**src/rtl/oled_seq_arbiter_pkg.sv**
```systemverilog
// Shared types for the OLED scheduler: controller states, SPI client IDs and
// small state-classification helpers used by the top and the SPI mux.
package oled_seq_arbiter_pkg;

  typedef enum logic [3:0] {
    ST_IDLE     = 4'd0,
    ST_INIT_ST  = 4'd1,
    ST_INIT_RUN = 4'd2,
    ST_CLR_ST   = 4'd3,
    ST_CLR_RUN  = 4'd4,
    ST_READY    = 4'd5,
    ST_FRM_ST   = 4'd6,
    ST_FRM_RUN  = 4'd7,
    ST_GAP      = 4'd8,
    ST_ERR      = 4'd9
  } state_t;

  typedef enum logic [1:0] {
    CL_NONE  = 2'd0,
    CL_INIT  = 2'd1,
    CL_CLEAR = 2'd2,
    CL_FRAME = 2'd3
  } client_t;

  localparam logic [7:0] DROP_MAX = 8'hFF;

  // Owner of the SPI sender: the client whose start or run state is active.
  function automatic client_t state_owner(input state_t s);
    client_t c;
    case (s)
      ST_INIT_ST, ST_INIT_RUN: c = CL_INIT;
      ST_CLR_ST,  ST_CLR_RUN:  c = CL_CLEAR;
      ST_FRM_ST,  ST_FRM_RUN:  c = CL_FRAME;
      default:                 c = CL_NONE;
    endcase
    return c;
  endfunction

  function automatic logic is_run(input state_t s);
    return (s == ST_INIT_RUN) || (s == ST_CLR_RUN) || (s == ST_FRM_RUN);
  endfunction

  function automatic logic is_start(input state_t s);
    return (s == ST_INIT_ST) || (s == ST_CLR_ST) || (s == ST_FRM_ST);
  endfunction

endpackage

```
**src/rtl/oled_seq_arbiter_spi_mux.sv**
```systemverilog
// Combinational 3:1 mux of client send/data/dc onto the single SPI sender,
// plus the matching demux of spi_done back to the selected client.
module oled_seq_arbiter_spi_mux
  import oled_seq_arbiter_pkg::*;
(
  input  client_t    sel,
  input  logic       run,
  input  logic       init_send,
  input  logic [7:0] init_data,
  input  logic       init_dc,
  input  logic       clear_send,
  input  logic [7:0] clear_data,
  input  logic       clear_dc,
  input  logic       frame_send,
  input  logic [7:0] frame_data,
  input  logic       frame_dc,
  input  logic       spi_done,
  output logic       spi_send,
  output logic [7:0] spi_data,
  output logic       spi_dc,
  output logic       init_send_done,
  output logic       clear_send_done,
  output logic       frame_send_done
);

  // Handshake: a granted client holds send with stable data/dc until the
  // sender returns a 1-cycle spi_done; that pulse reaches only the owner.
  // Outside a run state nothing is forwarded, so stray requests are dropped.
  always_comb begin
    spi_send        = 1'b0;
    spi_data        = 8'h00;
    spi_dc          = 1'b0;
    init_send_done  = 1'b0;
    clear_send_done = 1'b0;
    frame_send_done = 1'b0;
    if (run) begin
      case (sel)
        CL_INIT: begin
          spi_send       = init_send;
          spi_data       = init_data;
          spi_dc         = init_dc;
          init_send_done = spi_done;
        end
        CL_CLEAR: begin
          spi_send        = clear_send;
          spi_data        = clear_data;
          spi_dc          = clear_dc;
          clear_send_done = spi_done;
        end
        CL_FRAME: begin
          spi_send        = frame_send;
          spi_data        = frame_data;
          spi_dc          = frame_dc;
          frame_send_done = spi_done;
        end
        default: begin
          spi_send = 1'b0;
        end
      endcase
    end
  end

endmodule

```
**src/rtl/oled_seq_arbiter.sv**
```systemverilog
// OLED path scheduler: sequences init, clear and repeated frame writes and
// grants the single SPI byte sender to exactly one client at a time.
module oled_seq_arbiter
  import oled_seq_arbiter_pkg::*;
#(
  parameter int unsigned FRAME_GAP = 16,
  parameter int unsigned WDOG_CYC  = 1048576,
  parameter int unsigned WDOG_W    = 21
) (
  input  logic       clk,
  input  logic       reset,
  input  logic       spi_done,
  output logic       spi_send,
  output logic [7:0] spi_data,
  output logic       spi_dc,
  output logic       init_start,
  input  logic       init_send,
  input  logic [7:0] init_data,
  input  logic       init_dc,
  output logic       init_send_done,
  input  logic       init_done,
  output logic       clear_start,
  input  logic       clear_send,
  input  logic [7:0] clear_data,
  input  logic       clear_dc,
  output logic       clear_send_done,
  input  logic       clear_done,
  output logic       frame_start,
  input  logic       frame_send,
  input  logic [7:0] frame_data,
  input  logic       frame_dc,
  output logic       frame_send_done,
  input  logic       frame_done,
  input  logic       frame_req,
  input  logic       clear_req,
  output logic       ready,
  output logic       busy,
  output logic       error,
  output logic [7:0] drop_cnt,
  output state_t     state_dbg
);

  localparam int unsigned GAP_W = $clog2(FRAME_GAP) + 1;
  localparam logic [GAP_W-1:0]  GAP_LAST = GAP_W'(FRAME_GAP - 1);
  localparam logic [WDOG_W-1:0] WDOG_LIM = WDOG_W'(WDOG_CYC);

  state_t            state_q, state_d;
  logic [GAP_W-1:0]  gap_q;
  logic [WDOG_W-1:0] wdog_q;
  logic              frame_pend_q, clear_pend_q;
  logic [7:0]        drop_q;
  logic              frame_set, frame_clr, clear_set, clear_clr, drop_inc;

  always_ff @(posedge clk) begin
    if (reset) state_q <= ST_IDLE;
    else       state_q <= state_d;
  end

  always_comb begin
    state_d = state_q;
    case (state_q)
      ST_IDLE:     state_d = ST_INIT_ST;
      ST_INIT_ST:  state_d = ST_INIT_RUN;
      ST_INIT_RUN: if (init_done) state_d = ST_CLR_ST;
      ST_CLR_ST:   state_d = ST_CLR_RUN;
      ST_CLR_RUN:  if (clear_done) state_d = ST_READY;
      ST_READY: begin
        if (clear_pend_q)      state_d = ST_CLR_ST;
        else if (frame_pend_q) state_d = ST_FRM_ST;
      end
      ST_FRM_ST:   state_d = ST_FRM_RUN;
      ST_FRM_RUN:  if (frame_done) state_d = ST_GAP;
      ST_GAP:      if (gap_q == GAP_LAST) state_d = ST_READY;
      ST_ERR:      state_d = ST_ERR;
      default:     state_d = ST_IDLE;
    endcase
    // A stalled client outranks its own done: the run is declared dead.
    if (is_run(state_q) && (wdog_q == WDOG_LIM)) state_d = ST_ERR;
  end

  always_ff @(posedge clk) begin
    if (reset) begin
      gap_q <= '0;
    end else if ((state_q == ST_GAP) && (state_d == ST_GAP)) begin
      gap_q <= gap_q + 1'b1;
    end else begin
      gap_q <= '0;
    end
  end

  // Watchdog measures time since the last sender progress inside a run.
  always_ff @(posedge clk) begin
    if (reset) begin
      wdog_q <= '0;
    end else if ((state_d != state_q) || spi_done) begin
      wdog_q <= '0;
    end else if (is_run(state_q) && (wdog_q != WDOG_LIM)) begin
      wdog_q <= wdog_q + 1'b1;
    end
  end

  // Requests are ignored once in ERR; a set beats a same-cycle consume.
  assign frame_set = frame_req && (state_q != ST_ERR);
  assign frame_clr = (state_q == ST_FRM_ST);
  assign clear_set = clear_req && (state_q != ST_ERR);
  assign clear_clr = (state_q == ST_CLR_ST);
  assign drop_inc  = frame_set && frame_pend_q && !frame_clr;

  always_ff @(posedge clk) begin
    if (reset) begin
      frame_pend_q <= 1'b0;
      clear_pend_q <= 1'b0;
      drop_q       <= 8'h00;
    end else begin
      if (frame_set)      frame_pend_q <= 1'b1;
      else if (frame_clr) frame_pend_q <= 1'b0;
      if (clear_set)      clear_pend_q <= 1'b1;
      else if (clear_clr) clear_pend_q <= 1'b0;
      if (drop_inc && (drop_q != DROP_MAX)) drop_q <= drop_q + 8'd1;
    end
  end

  oled_seq_arbiter_spi_mux u_spi_mux (
    .sel             (state_owner(state_q)),
    .run             (is_run(state_q)),
    .init_send       (init_send),
    .init_data       (init_data),
    .init_dc         (init_dc),
    .clear_send      (clear_send),
    .clear_data      (clear_data),
    .clear_dc        (clear_dc),
    .frame_send      (frame_send),
    .frame_data      (frame_data),
    .frame_dc        (frame_dc),
    .spi_done        (spi_done),
    .spi_send        (spi_send),
    .spi_data        (spi_data),
    .spi_dc          (spi_dc),
    .init_send_done  (init_send_done),
    .clear_send_done (clear_send_done),
    .frame_send_done (frame_send_done)
  );

  assign init_start  = (state_q == ST_INIT_ST);
  assign clear_start = (state_q == ST_CLR_ST);
  assign frame_start = (state_q == ST_FRM_ST);
  assign ready       = (state_q == ST_READY);
  assign busy        = is_start(state_q) || is_run(state_q);
  assign error       = (state_q == ST_ERR);
  assign drop_cnt    = drop_q;
  assign state_dbg   = state_q;

endmodule

```
**config.mk**
```make
export PLATFORM = sky130hd
export DESIGN_NAME = oled_seq_arbiter
export DESIGN_NICKNAME = d
export VERILOG_FILES = /design/src/rtl/oled_seq_arbiter_pkg.sv /design/src/rtl/oled_seq_arbiter_spi_mux.sv /design/src/rtl/oled_seq_arbiter.sv
export SDC_FILE = /design/constraint.sdc
export NUM_CORES = 1
export LEC_CHECK = 0
export CAP_MARGIN = 20
export CELL_PAD_IN_SITES_DETAIL_PLACEMENT = 1
export CELL_PAD_IN_SITES_GLOBAL_PLACEMENT = 1
export CORE_MARGIN = 8
export CORE_UTILIZATION = 36
export DETAILED_ROUTE_END_ITERATION = 12
export GPL_TIMING_DRIVEN = 0
export PLACE_DENSITY_LB_ADDON = 0.08
export SLEW_MARGIN = 20
export SYNTH_ARGS = -nofsm -noshare
export SYNTH_HDL_FRONTEND = slang
export SYNTH_SLANG_ARGS = --single-unit
```
**constraint.sdc**
```tcl
create_clock -name clk -period 6.4 [get_ports clk]
set_input_delay 1.28 -clock clk [delete_from_list [all_inputs] [get_ports clk]]
set_output_delay 1.28 -clock clk [all_outputs]
set_load 0.01 [all_outputs]
```
# Word-level counts from Yosys, hierarchy flattened
# Cells that the tools add are included.
# classes
addsub,3
eq_ne,19
mux,25
bitwise_logic,1
reduce_logical,23
# ops
op,n
4-bit case mux with 10 select lines,1
4-bit two-way mux,7
8-bit case mux with 3 select lines,1
21-bit by 1-bit adder with 21-bit output (second input constant),1
21-bit == test (second input constant),1
21-bit inequality test (second input constant),1
4-bit by 3-bit == test with 1-bit output (second input constant),4
4-bit == test (second input constant),3
1-bit two-way mux,12
2-bit OR reduction,5
8-bit by 1-bit adder with 8-bit output (second input constant),1
4-bit by 2-bit == test with 1-bit output (second input constant),2
1-bit logical AND,8
8-bit two-way mux,1
8-bit inequality test (second input constant),1
1-bit logical OR,6
1-bit case mux with 3 select lines,2
2-bit case mux with 3 select lines,1
5-bit by 1-bit adder with 5-bit output (second input constant),1
5-bit by 4-bit == test with 1-bit output (second input constant),1
2-bit == test (second input constant),2
4-bit by 1-bit == test with 1-bit output (second input constant),1
4-bit logical NOT,1
4-bit inequality test,1
other kinds (5),6
# word_totals
reg_bits,40
inputBits,38
output_inout_bits,31
word_cells,77

# Longest topological paths before layout
# Gate-level depths: netlist of the first run.
# logic_depth
word_depth,9
ltp_mapped,10
mapped_depth_nobuf,9

# Modules after synthesis
# A second synthesis of the first run with hierarchy kept.
# hier_totals
hier_cells,324
area_unflattened_um2,2812.7
# modules_own_cells
mod,instances,cells_each,area_per_inst_um2,seq_area_each_um2
oled_seq_arbiter,1,282,2512.4,800.8
oled_seq_arbiter_spi_mux,1,42,300.3,0.0

# Worst setup path after synthesis of the first run
# OpenSTA, ideal clock, no wires.
# synth_timing
path_kind,reg-to-output
startpoint,"register state_q[0], in the netlist state_dbg[0]"
endpoint,output spi_data[0]
t_arrival_ps,1677
path_slack_ps,3443
stages_incl_launch_ff,7
cell_sequence,dfxtp_1 -> buf_6 -> or3b_1 -> a21boi_4 -> or2_2 -> clkbuf_1 -> nor2_1
# synth_via
elab_chain_cells,6
elab_cells_between_ends,17
cone_classes,eq/ne: 9; mux: 3; reduce/logical: 5
# synth_lines
item,line,text
from (decl),oled_seq_arbiter.sv:47,"state_t state_q, state_d;"
from (signal assigned),oled_seq_arbiter.sv:56,else state_q <= state_d;
4-bit by 3-bit == test with 1-bit output (tied with other cells),oled_seq_arbiter_pkg.sv:30,case (s)
2-bit OR reduction,oled_seq_arbiter_pkg.sv:30,
2-bit case mux with 3 select lines,oled_seq_arbiter_pkg.sv:30,
2-bit == test or 2-bit by 1-bit == test with 1-bit output (tied branches),oled_seq_arbiter_spi_mux.sv:37,case (sel)
8-bit case mux with 3 select lines,oled_seq_arbiter_spi_mux.sv:37,
8-bit two-way mux (*),oled_seq_arbiter_spi_mux.sv:36,if (run) begin
to (decl),oled_seq_arbiter.sv:14,"output logic [7:0] spi_data,"
# Every way passes the cells marked *; elsewhere a longest branch is shown, timed or not.

# Worst setup path after layout of the first run
# layout_timing
startpoint,"register state_q[3], in the netlist state_dbg[3]"
endpoint,output spi_data[0]
# Same word-level chain as after synthesis.

==> results of run 1 <==
-- power by group through the flow --
stage	Clock, mW	Combinational (mW)	Sequential (mW)
final	0.163	0.148	0.258
after global routing	0.181	0.160	0.259
after CTS	0.168	0.149	0.258
after detailed placement	0	0.148	0.264
after global placement	0	0.146	0.264
after floorplan	0	0.0784	0.264
-- kinds of logic after synthesis --
group,synth area share
adders and majority gates,0.02770
buffers and inverters,0.04598
AOI/OAI and AO/OA,0.1202
and+or+nand+nor,0.3186
xor gates and xnor gates,0.1241
muxes,0.008865
DFF,0.3546
-- area by class of cell --
cell class                 count  area share
buffer                        13     0.02369
timing repair buffer          68      0.2184
inverter                       8    0.009635
clock inverter                 2    0.004014
tap                           77     0.03091
clock buffer                   5     0.02208
multi-input combinational    212      0.4344
sequential                    40      0.2569
-- worst max-delay path, cell delays in order (launching register included) --
cell and delay [ps]:
dfxtp_1 390, clkbuf_1 350, clkbuf_1 410, nor3_1 120, clkbuf_1 250, a222oi_1 300
nor2_1 70, clkdlybuf4s50_1 510
-- routing by layer --
layer  up-vias  GRT usage  part of all wire  wire, um
met2        61     0.2595              0.45      3157
met4         0    0.04031             0.012        85
li1       1117          -                 -         -
met3         7    0.03307             0.060       419
met1      1104     0.2061              0.48      3368
met5         -          0                 0         0
-- sequential cells by signal, summed over array words and instances, names as in the netlist --
register	cells
wdog_q	21
drop_cnt	8
gap_q	5
state_dbg	4
clear_pend_q	1
frame_pend_q	1
-- worst max-delay path by stage --
stage,end,cells past startpoint
after floorplan,spi_data[0],6
after global placement,spi_send,4
after detailed placement,spi_send,4
after CTS,spi_data[3],6
after global routing,spi_data[0],7
final,spi_data[0],7
-- per-stage QoR --
step	hold slack, ps	cell area, sq um
global placement	436.9	3035
finish	453.1	3117
CTS	459.0	3117
global route	484.3	3117
floorplan	417.5	2258
detailed placement	440.0	3035
-- cells in the final DEF, fill, tap and decap left out, types with 5 or more instances in the layout --
cell	instances
inv_1	8
clkbuf_1	8
a222oi_1	10
clkdlybuf4s50_1	68
nand3_1	13
nor2_1	55
nand4_1	7
nor4_1	6
o21ai_0	6
xnor2_1	10
xor2_1	22
and3_1	12
dfxtp_1	40
clkbuf_8	5
nor3_1	6
a21oi_1	7
nand2_1	16
ha_1	5
==> metrics.txt, run 1 <==
required time of the critical path 5120 ps; Worst Hold Depth 1; Crit Reg-Reg Startpoint gap_q[0]; Leakage between 1 and 1.5 nW; DR WL/cell 16.54 um; Pwr Total 0.5686 mW; core footprint 0.006205 sq mm; fin nets approximately 400; Syn Area/Cell 8.273 sq um; H-tree depth 2; Final Max Slew Viols 0; crit path max fanout 10; Sw Pwr ~0.17 mW; actual slew at the worst max-slew pin approximately 840 ps; clk slew on worst S/H paths ~80 ps; CP arrival ~2700 ps; post-synth top area share 0.3546; Final Hold Viols 0; chip width between 90 and 100 um; register area ~800 sq um; Core Util, Final 0.5023; share of the yosys chip area belonging to registers 0.3546; routed via count between 2000 and 2500; top cells by count, synth nor2_1 (55), dfxtp_1 (40), xor2_1 (22); post-synthesis register bit count 40; area of the multi-input gates between 0.001 and 0.0015 sq mm; R2R Setup Slk about 4000 ps; HPWL after detailed placement between 5000 and 6000 um; top_reg_cell synth dfxtp_1; RSZ-0062 raised after global routing no; cell with the most instances after synthesis nor2_1; crit path capture type primary output; max frequency roughly 250 MHz; hold path startpoint gap_q[0]; Final TNS setup 0 ps; cells on worst reg2reg path 9; FILL cells 762; Hold Buf Count CTS 0; Crit Path Category reg2out; CP Launch Point state_dbg[3]; clk_skew around 7.8 ps; cells after synthesis between 200 and 300; Hold Path End gap_q[0]; first-pass GRT wire length around 12000 um; clock power share 0.287; row count 29; Worst-Skew Late Latency ~290 ps; IO Count slightly below 70; VDD IR-drop max about 0.00013 V; fraction of layout cells with a size suffix above 1 0.05460; Netlist Area Pre-Place 0.002258 sq mm; CTS sink cnt 40; Synth area leaders dfxtp_1 (35%), nor2_1 (9.1%), xor2_1 (8.5%); gr ovfl total 0; post-CTS setup buffer count 0; post-DR vias/cell between 5 and 6; # setup viols final 0; pin count of the biggest net entering global routing 13; GRT Util Overall 0.1584; combinational power share 0.260; Max-Slew Margin vs Limit 0.4339; antenna viol nets, final 0; post-synth top area cell dfxtp_1; Switching Fraction 0.2955; total iterations of the first detailed-routing run 6; Ys Warns 0; Cell variety after synth approximately 40; CTS tree done; Flop pwr share 0.453; die area between 0.009 and 0.01 sq mm; Initial Util 0.3640; synthesized net count 316; ys async rst share 0; CTS max path bufs 2; number of synthesized flops with an enable pin 0; Hold WC Path Type reg2reg; initial antenna violation count 0; setup ws final roughly 2400 ps; pwr dens 182.4 mW/mm^2; Final Instance Count excl. Fillers approximately 430; area grow syn2layout 38.01%; Startpoint Class register; Antenna Diode Count 0; die height roughly 95 um; status complete, no violations; gpl congestion just over 0.8; total clock buffers created by CTS 5; port bufs slightly below 70; P_int ~0.40 mW; vias in the first global route 2311; Period minus WS final 3970 ps; Placed Instances ~420; worst flop-to-flop path endpoint wdog_q[10]; initial DRC count 75; Total Wirelength around 7000 um; cts repair resizes 0; max-cap check violation count 0; Setup WS pre-CTS about 2500 ps; Final Cycle Share 0.6203; CTS Root Cell clkbuf_8; DRC errors left 0
Power figures use the tool's default switching activity.
==> inputs of run 2 (changes only) <==
--- a/config.mk
+++ b/config.mk
@@ -9,7 +9,7 @@
 export CELL_PAD_IN_SITES_DETAIL_PLACEMENT = 1
 export CELL_PAD_IN_SITES_GLOBAL_PLACEMENT = 1
 export CORE_MARGIN = 8
-export CORE_UTILIZATION = 36
+export CORE_UTILIZATION = 31
 export DETAILED_ROUTE_END_ITERATION = 12
 export GPL_TIMING_DRIVEN = 0
 export PLACE_DENSITY_LB_ADDON = 0.08
==> constraint.sdc (replaced) <==
create_clock -name clk -period 3.5 [get_ports clk]
set_input_delay 0.7 -clock clk [delete_from_list [all_inputs] [get_ports clk]]
set_output_delay 0.7 -clock clk [all_outputs]
set_load 0.01 [all_outputs]
==> run 2 against run 1 <==
Net effect:
- global-route usage is 1.6 points lower
- combinational power grew 82%
- cell count rose by 5.4%
- worst hold slack gained 5.8 ps
- critical endpoint is now spi_data[6]
==> metrics.txt, run 2 (synthesis gave the netlist of run 1 again) <==
status complete, no violations; vias in the first global route approximately 2300; required time of the critical path ~2800 ps; max-cap check violation count 0; area grow syn2layout 40.89%; CTS Root Cell clkbuf_8; IO Count 69; fraction of layout cells with a size suffix above 1 0.06590; crit path max fanout 10; Total Wirelength around 7100 um; die area about 0.01 sq mm; clock power share 0.345; total clock buffers created by CTS 5; critical path buffer and inverter count 4; RSZ-0062 raised after global routing no; commonest non-fill, non-tap cells in the layout clkdlybuf4s50_1 (68), nor2_1 (55), dfxtp_1 (40); Max-Slew Margin vs Limit 0.4077; row count 31; CP arrival between 2000 and 3000 ps; Critical Path Max Stage Delay between 500 and 600 ps; die height between 100 and 150 um; actual slew at the worst max-slew pin ~880 ps; core footprint between 0.007 and 0.008 sq mm; Worst-Skew Late Latency 300 ps; # setup viols final 0; CTS sink cnt 40; cell count along the critical path 8; Final TNS setup 0 ps; worst flop-to-flop path endpoint wdog_q[11]; Switching Fraction 0.2813; Leakage around 1.1 nW; routed via count roughly 2200; Sw Pwr approximately 0.32 mW; GRT Util Overall 0.1424; Crit Path Category reg2out; R2R Setup Slk around 1200 ps; total iterations of the first detailed-routing run 4; Pwr Total about 1.1 mW; Initial Util 0.3164; Worst Hold Depth 1; Flop pwr share 0.417; post-DR vias/cell ~5; pin count of the biggest net entering global routing 15; gpl congestion between 0.8 and 0.9; clk_skew around 9.2 ps; Startpoint Class register; clk slew on worst S/H paths 90 ps; commonest non-fill, non-tap cell in the layout clkdlybuf4s50_1; Core Util, Final 0.4458; Largest register FFs 21; Hold WC Path Type reg2reg; Biggest register wdog_q; CTS tree done; gr ovfl total 0; CP top delay family buffers and inverters; P_int around 0.8 mW; DRC errors left 0; VDD IR-drop max 0.0002256 V; hold path startpoint gap_q[0]; initial DRC count 73; fin nets approximately 400; HPWL after detailed placement about 5600 um; Period minus WS final ~3300 ps; combinational power share 0.238; first-pass GRT wire length 11620 um; max frequency 300.6 MHz; CTS max path bufs 2; Hold Path End gap_q[0]; DR WL/cell ~16 um; initial antenna violation count 0; cells on worst reg2reg path 9; chip width between 100 and 150 um; Hold Buf Count CTS 0; port bufs 68; slowest stage cell, crit path clkdlybuf4s50_1; crit-path cells buf_6 -> clkbuf_1 -> xnor2_1 -> nor3_1 -> clkbuf_2 -> a222oi_1 -> nor2_1 -> clkdlybuf4s50_1; H-tree depth 2; crit path capture type primary output; Final Max Slew Viols 0; Antenna Diode Count 0; antenna viol nets, final 0; Final Cycle Share 0.9505; Crit Reg-Reg Startpoint gap_q[0]; Final Hold Viols 0; pwr dens about 360 mW/mm^2
==> run 2: cell count changes in the layout (fill, tap and decap cells not counted) <==
cell | before | now
bufinv_16 | 0 | 1
clkbuf_1 | 8 | 5
clkbuf_2 | 0 | 3
clkinv_2 | 1 | 0
inv_6 | 0 | 1
==> run 2: how the worst max path moves through the flow <==
stage | start | to | slack (ps)
CTS | state_dbg[3] | spi_data[4] | 3
finish | state_dbg[0] | spi_data[6] | 170
global placement | state_dbg[0] | spi_data[6] | 370
global route | state_dbg[0] | spi_data[6] | 10
floorplan | state_dbg[0] | spi_data[0] | 1120
detailed placement | state_dbg[0] | spi_data[0] | 350
==> run 2: final cells by class <==
cell class                      instances  area (sq um)
Fill cell                             889          3955
Timing Repair Buffer                   68         680.7
Multi-Input combinational cell        212          1354
Inverter                                8         30.03
Clock inverter                          3         46.29
Sequential cell                        40         800.8
Tap cell                               99         123.9
Clock buffer                            5         68.82
Buffer                                 13         77.57
==> run 2: power groups by stage <==
stage	clock network [mW]	registers, mW	logic, mW
6_report	0.391	0.471	0.269
5_1_grt	0.426	0.473	0.292
4_1_cts	0.406	0.472	0.273
3_5_place_dp	0	0.482	0.272
3_3_place_gp	0	0.482	0.270
2_1_floorplan	0	0.483	0.143
==> run 2: per-layer routing <==
layer	GRT usage	vias to the layer above	part of all wire
met2	0.2682	36	0.53
met5	0	-	0
li1	-	1123	-
met4	0.04124	0	0.010
met3	0.02818	9	0.032
met1	0.1560	1079	0.42
==> run 2: stage by stage <==
stage	instances	hold slack, ps	setup slack, ps	cell area, sq um
3_5_place_dp	440	455.7	354.5	3063
3_3_place_gp	440	435.7	371.3	3063
5_1_grt	448	511.2	11.91	3182
2_1_floorplan	273	417.5	1123	2258
4_1_cts	448	469.1	3.313	3178
6_report	448	458.8	173.1	3182
==> run 2: what timing repair did <==
action / CTS / global route
buffers inserted: 0 / 0
endpoints found under the setup margin: 0 / 11
gates resized for setup: 0 / 6
hold endpoints to repair: 0 / 0
==> run 2: worst register-to-register path: cells and delay by family, from the launching register on <==
family          cells  cell delay, ps
simple gates        3             540
fa+ha+maj           2             430
compound gates      3             720
buf+inv             1             200
flops               1             330
==> inputs of run 3 (changes only) <==
--- a/config.mk
+++ b/config.mk
@@ -12,7 +12,7 @@
 export CORE_UTILIZATION = 31
 export DETAILED_ROUTE_END_ITERATION = 12
 export GPL_TIMING_DRIVEN = 0
-export PLACE_DENSITY_LB_ADDON = 0.08
+export PLACE_DENSITY = 0.75
 export SLEW_MARGIN = 20
 export SYNTH_ARGS = -nofsm -noshare
 export SYNTH_HDL_FRONTEND = slang
==> run 3 against run 2 <==
Net effect:
- cell count down 0.22%
- sequential cell count unchanged
- sequential power about the same
- routed wire length up 0.30%
- critical path depth down 1
- critical path type unchanged
- largest power group unchanged
- highest routed layer unchanged
==> metrics.txt, run 3 (synthesis gave the netlist of run 1 again) <==
clk slew on worst S/H paths about 80 ps; cells on worst reg2reg path 9; Worst-Skew Late Latency just under 300 ps; antenna viol nets, final 0; actual slew at the worst max-slew pin between 900 and 1000 ps; Total Wirelength 7139 um; initial antenna violation count 0; crit path capture type primary output; core footprint just over 0.007 sq mm; crit path max fanout 10; Hold Path End gap_q[0]; CTS Root Cell clkbuf_8; Leakage 1.125 nW; Final Hold Viols 0; IO Count 69; GRT Util Overall 0.1400; post-DR vias/cell 5.083; Startpoint Class register; Worst Hold Depth 1; initial DRC count roughly 120; Crit Path Category reg2out; DRC errors left 0; Final TNS setup 0 ps; pwr dens roughly 330 mW/mm^2; routed via count ~2300; Final Instance Count excl. Fillers 447; FILL cells ~870; Hold Buf Count CTS 0; area grow syn2layout 39.22%; max frequency between 300 and 400 MHz; Final Cycle Share 0.9484; max-cap check violation count 0; pin count of the biggest net entering global routing 12; Placed Instances 440; worst hold slack ~460 ps; Period minus WS final 3319 ps; worst flop-to-flop path endpoint wdog_q[13]; die height 101.4 um; fin nets ~390; DR WL/cell roughly 16 um; Initial Util 0.3164; CTS max path bufs 2; R2R Setup Slk about 1200 ps; Max-Slew Margin vs Limit 0.3701; clk_skew 6.666 ps; # setup viols final 0; hold path startpoint gap_q[0]; Biggest register wdog_q; fraction of layout cells with a size suffix above 1 0.06034; CTS tree done; Pwr Total a little over 1 mW; Core Util, Final 0.4406; row count 31; gr ovfl total 0; total iterations of the first detailed-routing run 4; Final Max Slew Viols 0; die area approximately 0.01 sq mm; required time of the critical path between 2000 and 3000 ps; Hold WC Path Type reg2reg; port bufs 68; vias in the first global route approximately 2400; first-pass GRT wire length around 12000 um; RSZ-0062 raised after global routing no; CTS sink cnt 40; VDD IR-drop max 0.0001478 V; CP arrival ~2600 ps; H-tree depth 2; total clock buffers created by CTS 5; Crit Reg-Reg Startpoint gap_q[0]; chip width between 100 and 150 um; status complete, no violations; gpl congestion about 0.78; commonest non-fill, non-tap cells in the layout clkdlybuf4s50_1 (68), nor2_1 (55), dfxtp_1 (40); Antenna Diode Count 0; commonest non-fill, non-tap cell in the layout clkdlybuf4s50_1; HPWL after detailed placement roughly 5600 um; Largest register FFs 21
run 3: cell types whose count changed in the layout (fill, tap and decap cells not counted):
cell	change
bufinv_16	-1
clkbuf_1	+1
clkinv_2	+1
clkinvlp_4	-1
inv_6	-1
run 3: timing repair:
action	4_1_cts	5_1_grt
setup buffers	0	0
endpoints found under the setup margin	0	11
gates resized for setup	0	6
run 3: worst max path at each step:
stage	start	end	slack, ps	cells after the start
5_1_grt	state_dbg[0]	spi_data[0]	30	8
2_1_floorplan	state_dbg[0]	spi_data[0]	1120	6
6_report	state_dbg[0]	spi_data[0]	180	7
4_1_cts	state_dbg[0]	spi_data[7]	0.2	8
3_3_place_gp	state_dbg[0]	spi_data[1]	380	8
3_5_place_dp	state_dbg[0]	spi_data[7]	360	8
run 3: area by class of cell:
| type | count | area [sq um] | area share |
|---|---|---|---|
| multi-input combinational | 212 | 1354 | 0.4306 |
| sequential | 40 | 800.8 | 0.2547 |
| timing repair buffer | 68 | 680.7 | 0.2165 |
| tap | 99 | 123.9 | 0.03940 |
| buffer | 13 | 77.57 | 0.02467 |
| clock buffer | 6 | 72.57 | 0.02308 |
| inverter | 8 | 30.03 | 0.009550 |
| clock inverter | 1 | 5.005 | 0.001592 |
run 3: worst max-delay path: stages, from the launching register on:
cell	delay (ps)
dfxtp_1	340
buf_6	140
or3b_1	380
a21boi_4	180
or2_2	320
clkbuf_1	240
nor2_1	170
clkdlybuf4s50_1	560
run 3: power breakdown:
part,internal (mW),switching (mW)
sequential,0.462,0.00978
combinational,0.136,0.135
clock,0.136,0.157
run 3: metal layers:
| layer | vias to the layer above | part of all wire | track usage |
|---|---|---|---|
| met1 | 1086 | 0.47 | 0.1683 |
| met4 | 0 | 0.011 | 0.04811 |
| met5 | - | 0 | 0 |
| met2 | 62 | 0.46 | 0.2389 |
| li1 | 1117 | - | - |
| met3 | 7 | 0.055 | 0.03162 |
run 3: metrics by stage:
step / setup slack [ps] / area (sq um)
6_report: 180.5 / 3144
5_1_grt: 34.24 / 3144
4_1_cts: 0.2305 / 3141
3_5_place_dp: 356.7 / 3063
3_3_place_gp: 383.8 / 3063
2_1_floorplan: 1123 / 2258
